### src/rtl/stack_pkg.sv
// Shared types and defaults for the stack arbiter slice.
package stack_pkg;

    localparam int WIDTH_DEF = 8;
    localparam int DEPTH_DEF = 16;

    typedef enum logic [1:0] {
        ST_IDLE    = 2'd0,
        ST_ISSUE   = 2'd1,
        ST_REJECT  = 2'd2,
        ST_CAPTURE = 2'd3
    } state_t;

    typedef enum logic [1:0] {
        OP_NOP  = 2'd0,
        OP_PUSH = 2'd1,
        OP_POP  = 2'd2
    } op_t;

    // A request is issuable only if it is a single op that the stack can take.
    function automatic logic op_legal(input logic push, input logic pop,
                                      input logic full, input logic empty);
        logic ok;
        if (push && pop) begin
            ok = 1'b0;
        end else if (push) begin
            ok = !full;
        end else if (pop) begin
            ok = !empty;
        end else begin
            ok = 1'b0;
        end
        return ok;
    endfunction

endpackage

### src/rtl/rr_arbiter2.sv
// Two-way round-robin arbiter. ptr_r=1 favours requester 1 on a tie.
module rr_arbiter2 (
    input  logic       clk,
    input  logic       reset,
    input  logic [1:0] req,
    input  logic       advance,
    output logic [1:0] gnt
);

    logic ptr_r;

    // Grant: a lone requester always wins, a tie goes to the favoured side.
    always_comb begin
        gnt = 2'b00;
        if (req == 2'b11) begin
            if (ptr_r) begin
                gnt = 2'b10;
            end else begin
                gnt = 2'b01;
            end
        end else begin
            gnt = req;
        end
    end

    // Pointer: after any arbitration, favour the requester that did not win.
    always_ff @(posedge clk or posedge reset) begin
        if (reset) begin
            ptr_r <= 1'b0;
        end else if (advance && (gnt != 2'b00)) begin
            ptr_r <= gnt[0];
        end else begin
            ptr_r <= ptr_r;
        end
    end

endmodule

### src/rtl/stack_arbiter.sv
// Arbitrates two requesters onto a single external stack, tracking occupancy.
module stack_arbiter
    import stack_pkg::*;
#(
    parameter int WIDTH = WIDTH_DEF,
    parameter int DEPTH = DEPTH_DEF
) (
    input  logic                       clk,
    input  logic                       reset,
    input  logic                       rq0_push,
    input  logic                       rq0_pop,
    input  logic [WIDTH-1:0]           rq0_data,
    input  logic                       rq1_push,
    input  logic                       rq1_pop,
    input  logic [WIDTH-1:0]           rq1_data,
    output logic                       gnt0,
    output logic                       gnt1,
    output logic                       err0,
    output logic                       err1,
    output logic                       rd_valid,
    output logic [WIDTH-1:0]           rd_data,
    output logic                       rd_id,
    output logic                       stk_push,
    output logic                       stk_pop,
    output logic [WIDTH-1:0]           stk_value,
    input  logic [WIDTH-1:0]           stk_last_pop,
    output logic [$clog2(DEPTH+1)-1:0] count,
    output logic                       full,
    output logic                       empty
);

    localparam int             CW      = $clog2(DEPTH + 1);
    localparam logic [CW-1:0] CNT_ONE = {{(CW-1){1'b0}}, 1'b1};
    localparam logic [CW-1:0] CNT_MAX = DEPTH[CW-1:0];

    state_t           state_r;
    op_t              op_r;
    logic             win_r;
    logic [1:0]       req_s;
    logic [1:0]       arb_gnt_s;
    logic             advance_s;
    logic             sel_push_s;
    logic             sel_pop_s;
    logic [WIDTH-1:0] sel_data_s;
    logic             legal_s;

    assign req_s     = {rq1_push | rq1_pop, rq0_push | rq0_pop};
    assign advance_s = (state_r == ST_IDLE);
    assign full      = (count == CNT_MAX);
    assign empty     = (count == {CW{1'b0}});

    rr_arbiter2 u_arb (
        .clk     (clk),
        .reset   (reset),
        .req     (req_s),
        .advance (advance_s),
        .gnt     (arb_gnt_s)
    );

    // Route the winning requester's operation and data to the FSM.
    always_comb begin
        sel_push_s = 1'b0;
        sel_pop_s  = 1'b0;
        sel_data_s = {WIDTH{1'b0}};
        if (arb_gnt_s[1]) begin
            sel_push_s = rq1_push;
            sel_pop_s  = rq1_pop;
            sel_data_s = rq1_data;
        end else begin
            sel_push_s = rq0_push;
            sel_pop_s  = rq0_pop;
            sel_data_s = rq0_data;
        end
        legal_s = op_legal(sel_push_s, sel_pop_s, full, empty);
    end

    // The stack updates lastPop on the edge that enters CAPTURE, so the
    // popped value is forwarded while rd_valid is high instead of re-registered.
    assign rd_data = rd_valid ? stk_last_pop : {WIDTH{1'b0}};

    // Main FSM: arbitrate in IDLE, then one-cycle ISSUE/REJECT/CAPTURE phases.
    always_ff @(posedge clk or posedge reset) begin
        if (reset) begin
            state_r   <= ST_IDLE;
            op_r      <= OP_NOP;
            win_r     <= 1'b0;
            count     <= {CW{1'b0}};
            gnt0      <= 1'b0;
            gnt1      <= 1'b0;
            err0      <= 1'b0;
            err1      <= 1'b0;
            rd_valid  <= 1'b0;
            rd_id     <= 1'b0;
            stk_push  <= 1'b0;
            stk_pop   <= 1'b0;
            stk_value <= {WIDTH{1'b0}};
        end else begin
            gnt0     <= 1'b0;
            gnt1     <= 1'b0;
            err0     <= 1'b0;
            err1     <= 1'b0;
            rd_valid <= 1'b0;
            stk_push <= 1'b0;
            stk_pop  <= 1'b0;
            case (state_r)
                ST_IDLE: begin
                    if (req_s != 2'b00) begin
                        win_r <= arb_gnt_s[1];
                        if (legal_s) begin
                            state_r   <= ST_ISSUE;
                            op_r      <= sel_push_s ? OP_PUSH : OP_POP;
                            gnt0      <= arb_gnt_s[0];
                            gnt1      <= arb_gnt_s[1];
                            stk_push  <= sel_push_s;
                            stk_pop   <= sel_pop_s;
                            stk_value <= sel_data_s;
                        end else begin
                            state_r <= ST_REJECT;
                            op_r    <= OP_NOP;
                            err0    <= arb_gnt_s[0];
                            err1    <= arb_gnt_s[1];
                        end
                    end else begin
                        state_r <= ST_IDLE;
                    end
                end
                ST_ISSUE: begin
                    if (op_r == OP_PUSH) begin
                        if (!full) begin
                            count <= count + CNT_ONE;
                        end else begin
                            count <= count;
                        end
                        state_r <= ST_IDLE;
                    end else if (op_r == OP_POP) begin
                        if (!empty) begin
                            count <= count - CNT_ONE;
                        end else begin
                            count <= count;
                        end
                        rd_valid <= 1'b1;
                        rd_id    <= win_r;
                        state_r  <= ST_CAPTURE;
                    end else begin
                        state_r <= ST_IDLE;
                    end
                end
                ST_REJECT:  state_r <= ST_IDLE;
                ST_CAPTURE: state_r <= ST_IDLE;
                default:    state_r <= ST_IDLE;
            endcase
        end
    end

endmodule
### config.mk
export PLATFORM = sky130hd
export DESIGN_NAME = stack_arbiter
export DESIGN_NICKNAME = d
export VERILOG_FILES = /design/src/rtl/stack_pkg.sv /design/src/rtl/rr_arbiter2.sv /design/src/rtl/stack_arbiter.sv
export SDC_FILE = /design/constraint.sdc
export NUM_CORES = 1
export LEC_CHECK = 0
export BUFFER_PORTS_ARGS = -buffer_cell sky130_fd_sc_hd__buf_2
export CAP_MARGIN = 5
export CORE_ASPECT_RATIO = 0.9
export CORE_MARGIN = 3
export CORE_UTILIZATION = 41
export CTS_CLUSTER_SIZE = 16
export DETAILED_ROUTE_END_ITERATION = 12
export GPL_ROUTABILITY_DRIVEN = 0
export PLACE_DENSITY_LB_ADDON = 0.3
export SLEW_MARGIN = 10
export SYNTH_ARGS = -nofsm -noshare
export SYNTH_HDL_FRONTEND = slang
export SYNTH_HIERARCHICAL = 1
export SYNTH_SLANG_ARGS = --single-unit
### constraint.sdc
create_clock -name clk -period 6.15 [get_ports clk]
set_input_delay 0.3075 -clock clk [delete_from_list [all_inputs] [get_ports clk]]
set_output_delay 0.3075 -clock clk [all_outputs]
set_load 0.03 [all_outputs]
==> impl_results.md <==
* Post-detailed-route count of antenna-violating nets at 0
* ANT cells at 0
* Final Hold Viols at 0
* Reg2Reg Setup Slack at between 3 and 4 ns
* Yosys warns at 6
* Setup TNS at 0 ns
* CP Capture Type: flop
* WS Path Type: input pin to flop
* Dominant synthesized flop cell: dfrtp_1
* Post-synthesis net count at 160
* Synth top area cells: dfrtp_1 47%, mux2_2 9.3%, mux2_4 7.3%, and2_1 4.7%, ha_1 4.3%
* Largest net degree at the start of global routing at 27
* Die area at 4280 sq um
* # setup viols final at 0
* Number of remaining DRC errors at 0
* Sequential fraction of the synthesis area at 0.466
* R2R Path End: stk_value[2]
* Top post-synthesis cells by count: 27 x dfrtp_1, 12 x mux2_2, 11 x and2_1
* Min Tclk post-route at 3.14 ns
* Final std cells w/o fill at 228
* GRT Overall Usage at 0.151
* Max-slew violations at 0
* Boundary pin count at just over 60
* WL/cell at 13.0 um
* Sinks on the clock net at 27
* Congestion Overflow GR at 0
* RSZ-0062 raised after global routing: no
* Area growth, synth to finish at 26.9%
* Post-synth EDFFs at 0
* FP Rows at 19
* Pwr Density at about 530 nW/um^2
* Max FO, Critical Path at 12
* Worst slew margin at 0.295
* CTS root buf: clkbuf_8
* Fin util at 0.573
* First DRT Iteration DRCs at 32
* Worst Path Arrival at 3.30 ns
* CTS max path bufs at 2
* Nets at ~220
* HP Class: input pin to flop
* Hold Path Depth at 3
* Post-Syn Area per Cell at between 10 and 15 sq um
* CTS buffer count at 3
* Asr flop ratio synth at 1.00
* Core ar. at 3210 sq um
* Count of maximum capacitance violations at 0
* Worst Hold Endpoint: u_arb/ptr_r
* Area leader, netlist: dfrtp_1
* Static Leak at 0.977 nW
* Status: completed
* Most frequent cell after synthesis: dfrtp_1
* Placed cell area at approximately 1800 sq um
* First-pass GRT wire length at 5.02 mm
* FF+latch count, synth at 27
* Clk_lat worst skew at 0.27 ns
* Die X at around 69 um
* Mapped Area at roughly 1400 sq um
* Clock-pin slew on the worst setup and hold paths at 0.08 ns
* Vias in the first global route at 1146
* H-tree levels at 1
* Clk_skew at ~0.0035 ns
* TritonCTS clock tree: yes
* Final Cell Area at 1840 sq um
* Post-cts resize count at 0
* DP HPWL at 2.43 mm
* I/O Buffers at 60
* Share of cells above drive strength 1 at 0.489
* Worst R2R Path Depth at 6
* DR vias at 1115
* Startpoint types: input pin
* Worst slew pin tran at 1.06 ns
* Reg-to-Reg Start: u_arb/ptr_r
* Initial antenna violation count at 0
* Effective utilization at floorplan at 0.451
* Final period util at 0.510
* Distinct cells, synth at 38
* Post-synth top area share at 0.466
* Initial DRT Pass Iterations at 4
* Drt total wl at 2.95 mm
* Syn Inst Count at 124
* CP required at around 6.3 ns
* Die Y at between 60 and 70 um
* Max Freq at ~0.32 GHz
* Worst Hold Launch: rq1_pop
* Max IR drop VDD at roughly 0.26 mV
* Placed Cells incl. Taps at 223
* Drt via density at 4.89
[state kept, by name, indices dropped and copies added, names as in the netlist]
signal and cells:
err0 1, state_r 2, stk_push 1, err1 1, gnt0 1, u_arb/ptr_r 1
stk_pop 1, rd_valid 1, rd_id 1, gnt1 1, win_r 1, stk_value 8
count 5, op_r 2
[cells in the final DEF (no fill, tap or decap), types with 2 or more instances in the layout]
master / count
dfrtp_1: 27
mux2_4: 7
xor2_1: 2
nand2b_1: 2
nor2_1: 4
inv_1: 9
a21oi_1: 3
nor3_1: 2
mux2_2: 12
o21ai_2: 2
and2_1: 11
clkbuf_8: 3
xnor2_1: 2
buf_2: 60
a21o_1: 4
o21ai_0: 4
or2_2: 2
ha_1: 5
nand2_1: 5
[layout make-up]
| cell class | instances | area, sq um |
|---|---|---|
| well taps | 42 | 52.6 |
| fillers | 287 | 1370 |
| flip-flops and latches | 27 | 676 |
| clock buffers | 3 | 41.3 |
| repair buffers | 61 | 310 |
| inverters | 9 | 33.8 |
| clock inverters | 1 | 5.00 |
| multi-input cells | 85 | 719 |
[where the power goes]
group          leakage (nW)  internal, W  switching (W)
clock                0.0255    0.0000454      0.0000528
combinational         0.616     0.000233       0.000319
sequential            0.336     0.000255      0.0000640
[worst max-delay path by stage]
stage	endpoint	cells past startpoint	startpoint
after global routing	stk_value[2]	7	rq0_pop
after global placement	stk_value[2]	7	rq0_pop
after detailed placement	stk_value[2]	7	rq0_pop
after floorplan	stk_value[0]	7	rq0_pop
after CTS	stk_value[2]	7	rq0_pop
final	stk_value[2]	7	rq0_pop
[cell families (layout without fill, tap and decap cells)]
kind of cell	Yosys count	count (layout)	synth area share
AO/OA/AOI/OAI	23	23	0.116
XOR/XNOR	4	4	0.0242
adder cells (fa/ha/maj)	6	6	0.0570
buffers and inverters	12	74	0.0371
flip-flops	27	27	0.466
multiplexers	20	20	0.173
AND/OR/NAND/NOR	32	32	0.127
[layer usage]
| metal | vias up | wire, um | track usage |
|---|---|---|---|
| met3 | 7 | 168 | 0.0198 |
| met1 | 520 | 1170 | 0.172 |
| met2 | 34 | 1540 | 0.265 |
| met4 | 0 | 74 | 0.0769 |
| met5 | - | 0 | 0 |
| li1 | 554 | - | - |
[per-stage QoR]
step | power, W | setup slack (ns) | hold WS, ns
6_report | 0.000969 | 3.01 | 0.383
4_1_cts | 0.000981 | 2.98 | 0.374
3_5_place_dp | 0.000881 | 2.69 | 0.155
3_3_place_gp | 0.000862 | 2.78 | 0.152
2_1_floorplan | 0.000751 | 3.87 | 0.0362
5_1_grt | 0.00105 | 2.81 | 0.377
[what timing repair did]
item                                   4_1_cts  5_1_grt
endpoints found under the hold margin        1        0
setup buffers                                0        0
hold buffers                                 1        0
[worst max-delay path, stage by stage]
cell	delay (ns)
buf_2	0.10
or2_2	0.32
a21boi_1	0.84
mux2_2	0.44
a211o_1	0.27
a21oi_2	0.61
mux2_2	0.41
Note: power is estimated with default switching activity, not from simulation.
